### src/rtl/tick_scheduler.sv
// Shared prescaler plus NCH programmable periodic/one-shot tick channels; tick_out/busy land 1 clk after the deciding base_tick.
// cfg_ready is registered and drops only in base_tick cycles, so a command never races a channel update.
module tick_scheduler #(
  parameter int CLK_HZ  = 50000000,
  parameter int BASE_HZ = 1000,
  parameter int NCH     = 4,
  parameter int DIVW    = 16,
  parameter int CHW     = $clog2(NCH)
) (
  input  logic            clk,
  input  logic            rst_n,
  input  logic            cfg_valid,
  output logic            cfg_ready,
  input  logic [CHW-1:0]  cfg_ch,
  input  logic [1:0]      cfg_cmd,
  input  logic            cfg_mode,
  input  logic [DIVW-1:0] cfg_div,
  output logic            base_tick,
  output logic [NCH-1:0]  busy,
  output logic [NCH-1:0]  tick_out
);

  localparam int PRE = CLK_HZ / BASE_HZ;
  localparam int PW  = (PRE > 2) ? $clog2(PRE) : 1;
  localparam logic [PW-1:0] PRE_LAST  = PW'(PRE - 1);
  localparam logic [1:0]    CMD_START = 2'b01;
  localparam logic [1:0]    CMD_STOP  = 2'b10;

  typedef enum logic {
    IDLE = 1'b0,
    RUN  = 1'b1
  } ch_state_t;

  logic [PW-1:0]   pre_cnt;
  logic [PW-1:0]   pre_nxt;
  logic            cmd_acc;
  logic [DIVW-1:0] div_load;

  assign pre_nxt   = (pre_cnt == PRE_LAST) ? '0 : pre_cnt + 1'b1;
  assign base_tick = (pre_cnt == PRE_LAST);
  assign cmd_acc   = cfg_valid && cfg_ready;
  assign div_load  = (cfg_div == '0) ? DIVW'(1) : cfg_div;

  // cfg_ready looks one cycle ahead so it is low exactly while base_tick is high.
  always_ff @(posedge clk or negedge rst_n) begin
    if (!rst_n) begin
      pre_cnt   <= '0;
      cfg_ready <= 1'b0;
    end else begin
      pre_cnt   <= pre_nxt;
      cfg_ready <= (pre_nxt != PRE_LAST);
    end
  end

  for (genvar i = 0; i < NCH; i++) begin : g_ch
    ch_state_t       st;
    logic [DIVW-1:0] cnt;
    logic [DIVW-1:0] div;
    logic            mode;
    logic            tick_q;
    logic            sel;

    assign sel = cmd_acc && (cfg_ch == CHW'(i));

    always_ff @(posedge clk or negedge rst_n) begin
      if (!rst_n) begin
        st     <= IDLE;
        cnt    <= '0;
        div    <= '0;
        mode   <= 1'b0;
        tick_q <= 1'b0;
      end else begin
        tick_q <= 1'b0;
        if (sel && cfg_cmd == CMD_START) begin
          // Restart discards the current phase; counting resumes from the next base_tick.
          div  <= div_load;
          cnt  <= div_load;
          mode <= cfg_mode;
          st   <= RUN;
        end else if (sel && cfg_cmd == CMD_STOP) begin
          st  <= IDLE;
          cnt <= '0;
        end else if (st == RUN && base_tick) begin
          if (cnt == DIVW'(1)) begin
            tick_q <= 1'b1;
            if (mode) begin
              st  <= IDLE;
              cnt <= '0;
            end else begin
              cnt <= div;
            end
          end else begin
            cnt <= cnt - 1'b1;
          end
        end
      end
    end

    assign busy[i]     = (st == RUN);
    assign tick_out[i] = tick_q;
  end

endmodule

### config.mk
export PLATFORM = sky130hd
export DESIGN_NAME = tick_scheduler
export DESIGN_NICKNAME = d
export VERILOG_FILES = /design/src/rtl/tick_scheduler.sv
export SDC_FILE = /design/constraint.sdc
export NUM_CORES = 1
export LEC_CHECK = 0
export ABC_AREA = 0
export CELL_PAD_IN_SITES_DETAIL_PLACEMENT = 0
export CELL_PAD_IN_SITES_GLOBAL_PLACEMENT = 1
export CORE_MARGIN = 8
export CORE_UTILIZATION = 50
export DETAILED_ROUTE_END_ITERATION = 8
export PLACE_DENSITY_LB_ADDON = 0.1
export SLEW_MARGIN = 10
export SYNTH_ARGS = -nofsm -noshare
export SYNTH_HDL_FRONTEND = slang
export SYNTH_SLANG_ARGS = --single-unit
### constraint.sdc
create_clock -name clk -period 4.95 [get_ports clk]
set_input_delay 0.7425 -clock clk [delete_from_list [all_inputs] [get_ports clk]]
set_output_delay 0.7425 -clock clk [all_outputs]
set_load 0.02 [all_outputs]
==> results of run 1 <==
## cells in the mapped netlist, types with 4 or more instances
cell type	count
or4_1	12
nor3_1	28
buf_4	8
nand3_1	36
nand4_1	25
mux2i_1	6
xnor2_1	33
a21boi_0	6
a41oi_1	4
a31oi_1	31
a22o_1	4
nor4b_1	4
a211o_1	8
or2_2	6
buf_2	12
a2111o_1	4
nand2_1	238
nor2_1	92
nand4b_1	6
and3_1	29
a31o_2	6
xor2_1	16
a21o_1	4
inv_1	20
and4_1	5
nor4_1	25
clkbuf_1	33
or3_1	8
a211oi_1	6
ha_1	9
nor3b_1	6
a21oi_1	47
and2_1	5
nand2b_1	6
o21ai_0	46
dfrtp_1	157
nor2b_1	10
o211ai_1	12
## kinds of logic (layout without fill, tap and decap cells)
group / after synthesis / in the layout
AOI/OAI and AO/OA: 206 / 206
xor gates and xnor gates: 49 / 49
buffers and inverters: 76 / 98
DFF: 157 / 157
adders and majority gates: 9 / 9
muxes: 8 / 8
and+or+nand+nor: 552 / 552
## stage by stage
stage	power, mW	area, sq um	instances	util (%)	worst slack (ps)
2_1_floorplan	2.54	8900	1057	-	2360
3_3_place_gp	2.82	9380	1276	52.9	1640
3_5_place_dp	2.84	9380	1276	52.9	1570
4_1_cts	4.34	10000	1308	56.7	1500
5_1_grt	4.59	10000	1308	56.7	1360
6_report	4.33	10000	1308	56.7	1520
## path summary, 6_finish.rpt
path	end	depth (start not counted)	slack (ps)	start
setup / recovery	base_tick	5	1520	pre_cnt[0]$_DFF_PN0_
hold / removal	pre_cnt[15]$_DFF_PN0_	1	370	rst_n
setup reg to reg	g_ch[1].cnt[15]$_DFFE_PN0P_	6	2040	pre_cnt[0]$_DFF_PN0_
hold reg to reg	g_ch[2].div[0]$_DFFE_PN0P_	2	470	g_ch[2].div[0]$_DFFE_PN0P_
max in group asynchronous	g_ch[3].div[9]$_DFFE_PN0P_	2	3540	rst_n
min in group clk	g_ch[2].div[0]$_DFFE_PN0P_	2	470	g_ch[2].div[0]$_DFFE_PN0P_
## metal layers
layer / share of wire (%) / up-vias
met3: 5.5 / 45
li1: - / 3796
met5: 0.11 / -
met4: 2.5 / 4
met1: 46 / 3772
met2: 46 / 181
## area by class of cell
class | count | area (sq um) | share of cell area, %
repair buffers | 46 | 429 | 4.27
flip-flops and latches | 157 | 3930 | 39.1
multi-input cells | 824 | 4660 | 46.4
inverters | 20 | 75.1 | 0.747
clock inverters | 12 | 206 | 2.06
clock buffers | 20 | 457 | 4.55
well taps | 229 | 287 | 2.85
## power by group through the flow
stage	clock (mW)	combinational, mW	sequential, mW
final	1.50	0.937	1.89
after global placement	0	0.917	1.91
after floorplan	0	0.738	1.80
after CTS	1.51	0.940	1.89
after global routing	1.57	1.08	1.95
after detailed placement	0	0.932	1.91
## registers in the layout, summed over array words and instances, names as in the netlist
name and cells:
g_ch.tick_q 4, g_ch.mode 4, g_ch.cnt 64, g_ch.div 64
g_ch.st 4, pre_cnt 16, cfg_ready 1
==> out/results.ini, run 1 <==
[layout]
nNetsFinal = 1099
final_cell_mix = 238 x nand2_1, 157 x dfrtp_1, 92 x nor2_1
fillers = 1634
drive_above_1_share_pct = 6.12
final_common_cell = nand2_1
diodes = 0
area_growth_pct = 12.8

[critical_path]
cp.arrival_ps = 2680
crit_family = buffers and inverters
slowest_delay_ps = 630
crit_type = reg2out
crit_path_top_delay_cell = clkdlybuf4s50_1
required_ps = 4210
critPathCaptureType = output port
path_max_fanout = 12
crit_chain = ha_1 > nand3_1 > nor4_4 > buf_4 > clkdlybuf4s50_1
crit_buf_inv = 2
cp-start-kind = register

[clocking]
cts-htree-levels = 4
tritoncts = done
clock-sinks = 157
cts-root-buf = clkbuf_16
cts_buffer_depth = 2
cts_made_buffers = 17
postCtsHoldBufs = 0
clk_pin_slew_ps = 70
ctsResizeCount = 0
clk_latency_ps = 440
cts_setup_buffers = 0

[global_routing]
grt.overflow.total = 0
grtUsageTotal_pct = 23.8
top_usage_layer = met2
grt_max_degree = 90
antenna_found_initial = 2
grt_pass1_vias = 7698
grt_pass1_wl_microns = 42000
use_met1_pct = 31.4
use_met3_pct = 6.08
met2_usage_pct = 37.4

[synthesis]
synth_compound_area_share_pct = 15.3
synth_mux_area_share_pct = 0.970
yosys.area_share.simple_pct = 29.8
synthTopCellsByArea = dfrtp_1 44%, nand2_1 10%, nor2_1 3.9%
yosys_most_used_dff = dfrtp_1
ys_ff_latch = 157
synth_adder_area_share_pct = 1.26
syn_area_per_cell_sq_um = 8.42
synthXorXnorAreaFrac_pct = 4.82
synth_cell_types = 68
async_reset_ff_share_pct = 100
synth_top_area_share_pct = 44.1
syn_nets = 1090
synth_top_family_by_area = simple AND/OR/NAND/NOR gates
synth_edf_count = 0
synth_top_area_cell = dfrtp_1
ys.warnings.count = 0
yosysSeqAreaShare_pct = 44.1
synthCells = 1057
synth_area_sq_um = 8900

[run]
maxCapViolations = 0

[timing]
final_hold_viol_count = 0
relSlewSlack_pct = 26.6
fin_hold_ws_ps = 372
fin_crit_ps = 3430
setup_violations = 0
finalSetupTns_ps = 0
worstMarginPinSlew_ps = 1100
finalCritPeriodShare_pct = 69.2
skew_ps = 9.89
fmax_mhz = 292
slew_violations = 0
rsz0062_at_grt = no

[pwr]
power_density_nw_per_um2 = 431
combPwrFrac_pct = 21.6
power_frac_seq_pct = 43.7
p_int_mw = 2.92
clockPowerShare_pct = 34.6
ir_drop_v = 0.000261
power_leakage_nw = 4.44
switching_power_mw = 1.41
swShare_pct = 32.6

[status]
outcome = complete, no violations

[die]
die_area_sq_um = 22300
core_area_sq_um = 17700
start_util_pct = 50.3
ios = 34
rows = 49
die_x_microns = 149
fp.dieH_microns = 149

[drt]
firstDrtPassIters = 5
wire_per_inst_microns = 19.5
drtAntennaViolNets = 0
vias_per_cell = 5.96
vias = 7798
drc = 0
totalWireLength_microns = 25500
drtIter0Drc = 492

[worst_hold_path]
holdCritPathClass = in2async

[placed_design]
io_buffers = 33
hpwl_microns = 16800
gp_congestion = 0.887

No activity file was read; power rests on OpenSTA's default activity.
==> run 2: changes to the inputs <==
--- a/config.mk
+++ b/config.mk
@@ -9,7 +9,7 @@
 export CELL_PAD_IN_SITES_DETAIL_PLACEMENT = 0
 export CELL_PAD_IN_SITES_GLOBAL_PLACEMENT = 1
 export CORE_MARGIN = 8
-export CORE_UTILIZATION = 50
+export CORE_UTILIZATION = 43
 export DETAILED_ROUTE_END_ITERATION = 8
 export PLACE_DENSITY_LB_ADDON = 0.1
 export SLEW_MARGIN = 10
==> constraint.sdc (replaced) <==
create_clock -name clk -period 2.9 [get_ports clk]
set_input_delay 0.435 -clock clk [delete_from_list [all_inputs] [get_ports clk]]
set_output_delay 0.435 -clock clk [all_outputs]
set_load 0.02 [all_outputs]
==> run 2 against run 1 <==
  * Wire length rose by 9.6%
  * Critical endpoint unchanged
  * Count of clock-buffer cells in the layout fell by 1
  * Setup slack got worse by 1200 ps
==> out/results.ini, run 2 (synthesis gave the netlist of run 1 again) <==
[timing]
fin_crit_ps = 2620
slew_violations = 0  ; unchanged
worstMarginPinSlew_ps = 954  ; was 1100 ps
rsz0062_at_grt = no  ; unchanged
setup_violations = 0  ; unchanged
skew_ps = 11.5  ; was 9.89 ps
finalSetupTns_ps = 0  ; unchanged
final_hold_viol_count = 0  ; unchanged
finalCritPeriodShare_pct = 90.4
relSlewSlack_pct = 36.1  ; was 26.6%
fmax_mhz = 381

[worst_hold_path]
holdCritPathClass = reg2reg  ; was in2async

[drt]
vias = 8114  ; was 7,798
totalWireLength_microns = 27900  ; was 25,500 microns
wire_per_inst_microns = 20.1  ; was 19.5 microns
vias_per_cell = 5.85  ; was 5.96
drtAntennaViolNets = 0  ; unchanged
drtIter0Drc = 645  ; was 492
firstDrtPassIters = 5  ; unchanged
drc = 0  ; unchanged

[layout]
fillers = 2016  ; was 1,634
nNetsFinal = 1139  ; was 1,099
reg.largest.list = g_ch.cnt x64, g_ch.div x64, pre_cnt x16  ; unchanged
final_common_cell = nand2_1  ; unchanged
diodes = 0  ; unchanged
final_cell_mix = 238 x nand2_1, 157 x dfrtp_1, 92 x nor2_1  ; unchanged
postLayoutCellArea_sq_um = 10400  ; was 10,000 sq um
instances_no_fill = 1387  ; was 1,308
drive_above_1_share_pct = 9.40  ; was 6.12%
area_growth_pct = 16.7  ; was 12.8%

[placed_design]
placed_cells = 1356  ; was 1,276
io_buffers = 33  ; unchanged
hpwl_microns = 19100  ; was 16,800 microns
postPlaceCellArea_sq_um = 9760  ; was 9380 sq um
gp_congestion = 0.878  ; was 0.887

[clocking]
cts-htree-levels = 4  ; unchanged
tritoncts = done  ; unchanged
clock-sinks = 157  ; unchanged
clk_latency_ps = 430  ; was 440 ps
cts_buffer_depth = 2  ; unchanged
cts_made_buffers = 17  ; unchanged
cts-root-buf = clkbuf_16  ; unchanged
clk_pin_slew_ps = 60  ; was 70 ps

[status]
outcome = complete, no violations  ; unchanged

[die]
rows = 52  ; was 49
die_x_microns = 160  ; was 149 microns
fp.dieH_microns = 160  ; was 149 microns
start_util_pct = 43.9  ; was 50.3%
die_area_sq_um = 25600  ; was 22,300 sq um
ios = 34  ; unchanged
core_area_sq_um = 20300  ; was 17,700 sq um

[global_routing]
grt_pass1_vias = 7841  ; was 7,698
antenna_found_initial = 0  ; was 2
grt.overflow.total = 0  ; unchanged
grt_pass1_wl_microns = 44900  ; was 42,000 microns
grt_max_degree = 55  ; was 90
grtUsageTotal_pct = 22.0  ; was 23.8%

[run]
maxCapViolations = 0  ; unchanged

[critical_path]
critPathCaptureType = output port  ; unchanged
cp.arrival_ps = 2190  ; was 2680 ps
crit_type = reg2out  ; unchanged
cp-start-kind = register  ; unchanged
required_ps = 2470  ; was 4210 ps
path_max_fanout = 7  ; was 12

[pwr]
power_leakage_nw = 4.63  ; was 4.44 nW
power_density_nw_per_um2 = 703  ; was 431 nW/um^2
ir_drop_v = 0.000371  ; was 0.000261 V

run 2: metrics by stage:
| stage | total power, mW | setup slack [ps] | hold slack, ps | util [%] |
|---|---|---|---|---|
| 2_1_floorplan | 4.33 | 622 | 139 | - |
| 3_3_place_gp | 4.91 | 277 | 447 | 48.1 |
| 3_5_place_dp | 4.93 | 195 | 446 | 48.1 |
| 4_1_cts | 7.33 | 273 | 471 | 51.2 |
| 5_1_grt | 7.76 | 151 | 486 | 51.2 |
| 6_report | 7.31 | 278 | 466 | 51.2 |
run 2: final cells by class:
type	instances	area (sq um)	share of cell area, %
multi-input combinational	824	4670	44.9
clock inverter	11	168	1.61
tap	270	338	3.25
inverter	20	75.1	0.723
timing repair buffer	86	768	7.39
clock buffer	19	443	4.26
sequential	157	3930	37.8
run 2: worst paths after layout:
check	depth (start not counted)	to	startpoint	slack, ps
max in group asynchronous	3	g_ch[0].cnt[8]$_DFFE_PN0P_	rst_n	1660
worst max register to register	7	g_ch[3].cnt[9]$_DFFE_PN0P_	pre_cnt[0]$_DFF_PN0_	330
min in group asynchronous	2	g_ch[2].cnt[10]$_DFFE_PN0P_	rst_n	530
worst min-delay path	2	g_ch[0].div[3]$_DFFE_PN0P_	g_ch[0].div[3]$_DFFE_PN0P_	470
worst min register to register	2	g_ch[0].div[3]$_DFFE_PN0P_	g_ch[0].div[3]$_DFFE_PN0P_	470
worst max-delay path	4	base_tick	pre_cnt[0]$_DFF_PN0_	280
run 2: repair_timing:
action	CTS	global route
gates resized for setup	2	0
hold buffers	1	0
endpoints found under the hold margin	19	0
setup endpoints to repair	1	0
buffers inserted	0	0
run 2: critical path, cell delays in order (launching register included):
cell,delay [ps]
dfrtp_1,430
ha_2,310
nand3_1,220
nor4_4,420
dlygate4sd2_1,380
run 2: report_power, final:
group          internal [mW]  switching (mW)  leakage (nW)
Combinational          0.777           0.899          2.39
Sequential              2.67           0.577          1.95
Clock                   1.45           0.930         0.295
Total                   4.90            2.41          4.63
run 2: metal layers:
metal  wire [microns]  track usage, %  up-vias
li1                 -               -     3874
met1            13700            31.2     3995
met2            12300            33.5      220
met3             1480            5.14       25
met4              374            5.06        0
met5                0               0        -
==> run 3: changes to the inputs <==
--- a/config.mk
+++ b/config.mk
@@ -6,6 +6,7 @@
 export NUM_CORES = 1
 export LEC_CHECK = 0
 export ABC_AREA = 0
+export CAP_MARGIN = 10
 export CELL_PAD_IN_SITES_DETAIL_PLACEMENT = 0
 export CELL_PAD_IN_SITES_GLOBAL_PLACEMENT = 1
 export CORE_MARGIN = 8
==> results of run 3 <==
No change in the layout: final DEF, timing and power equal those of run 2.
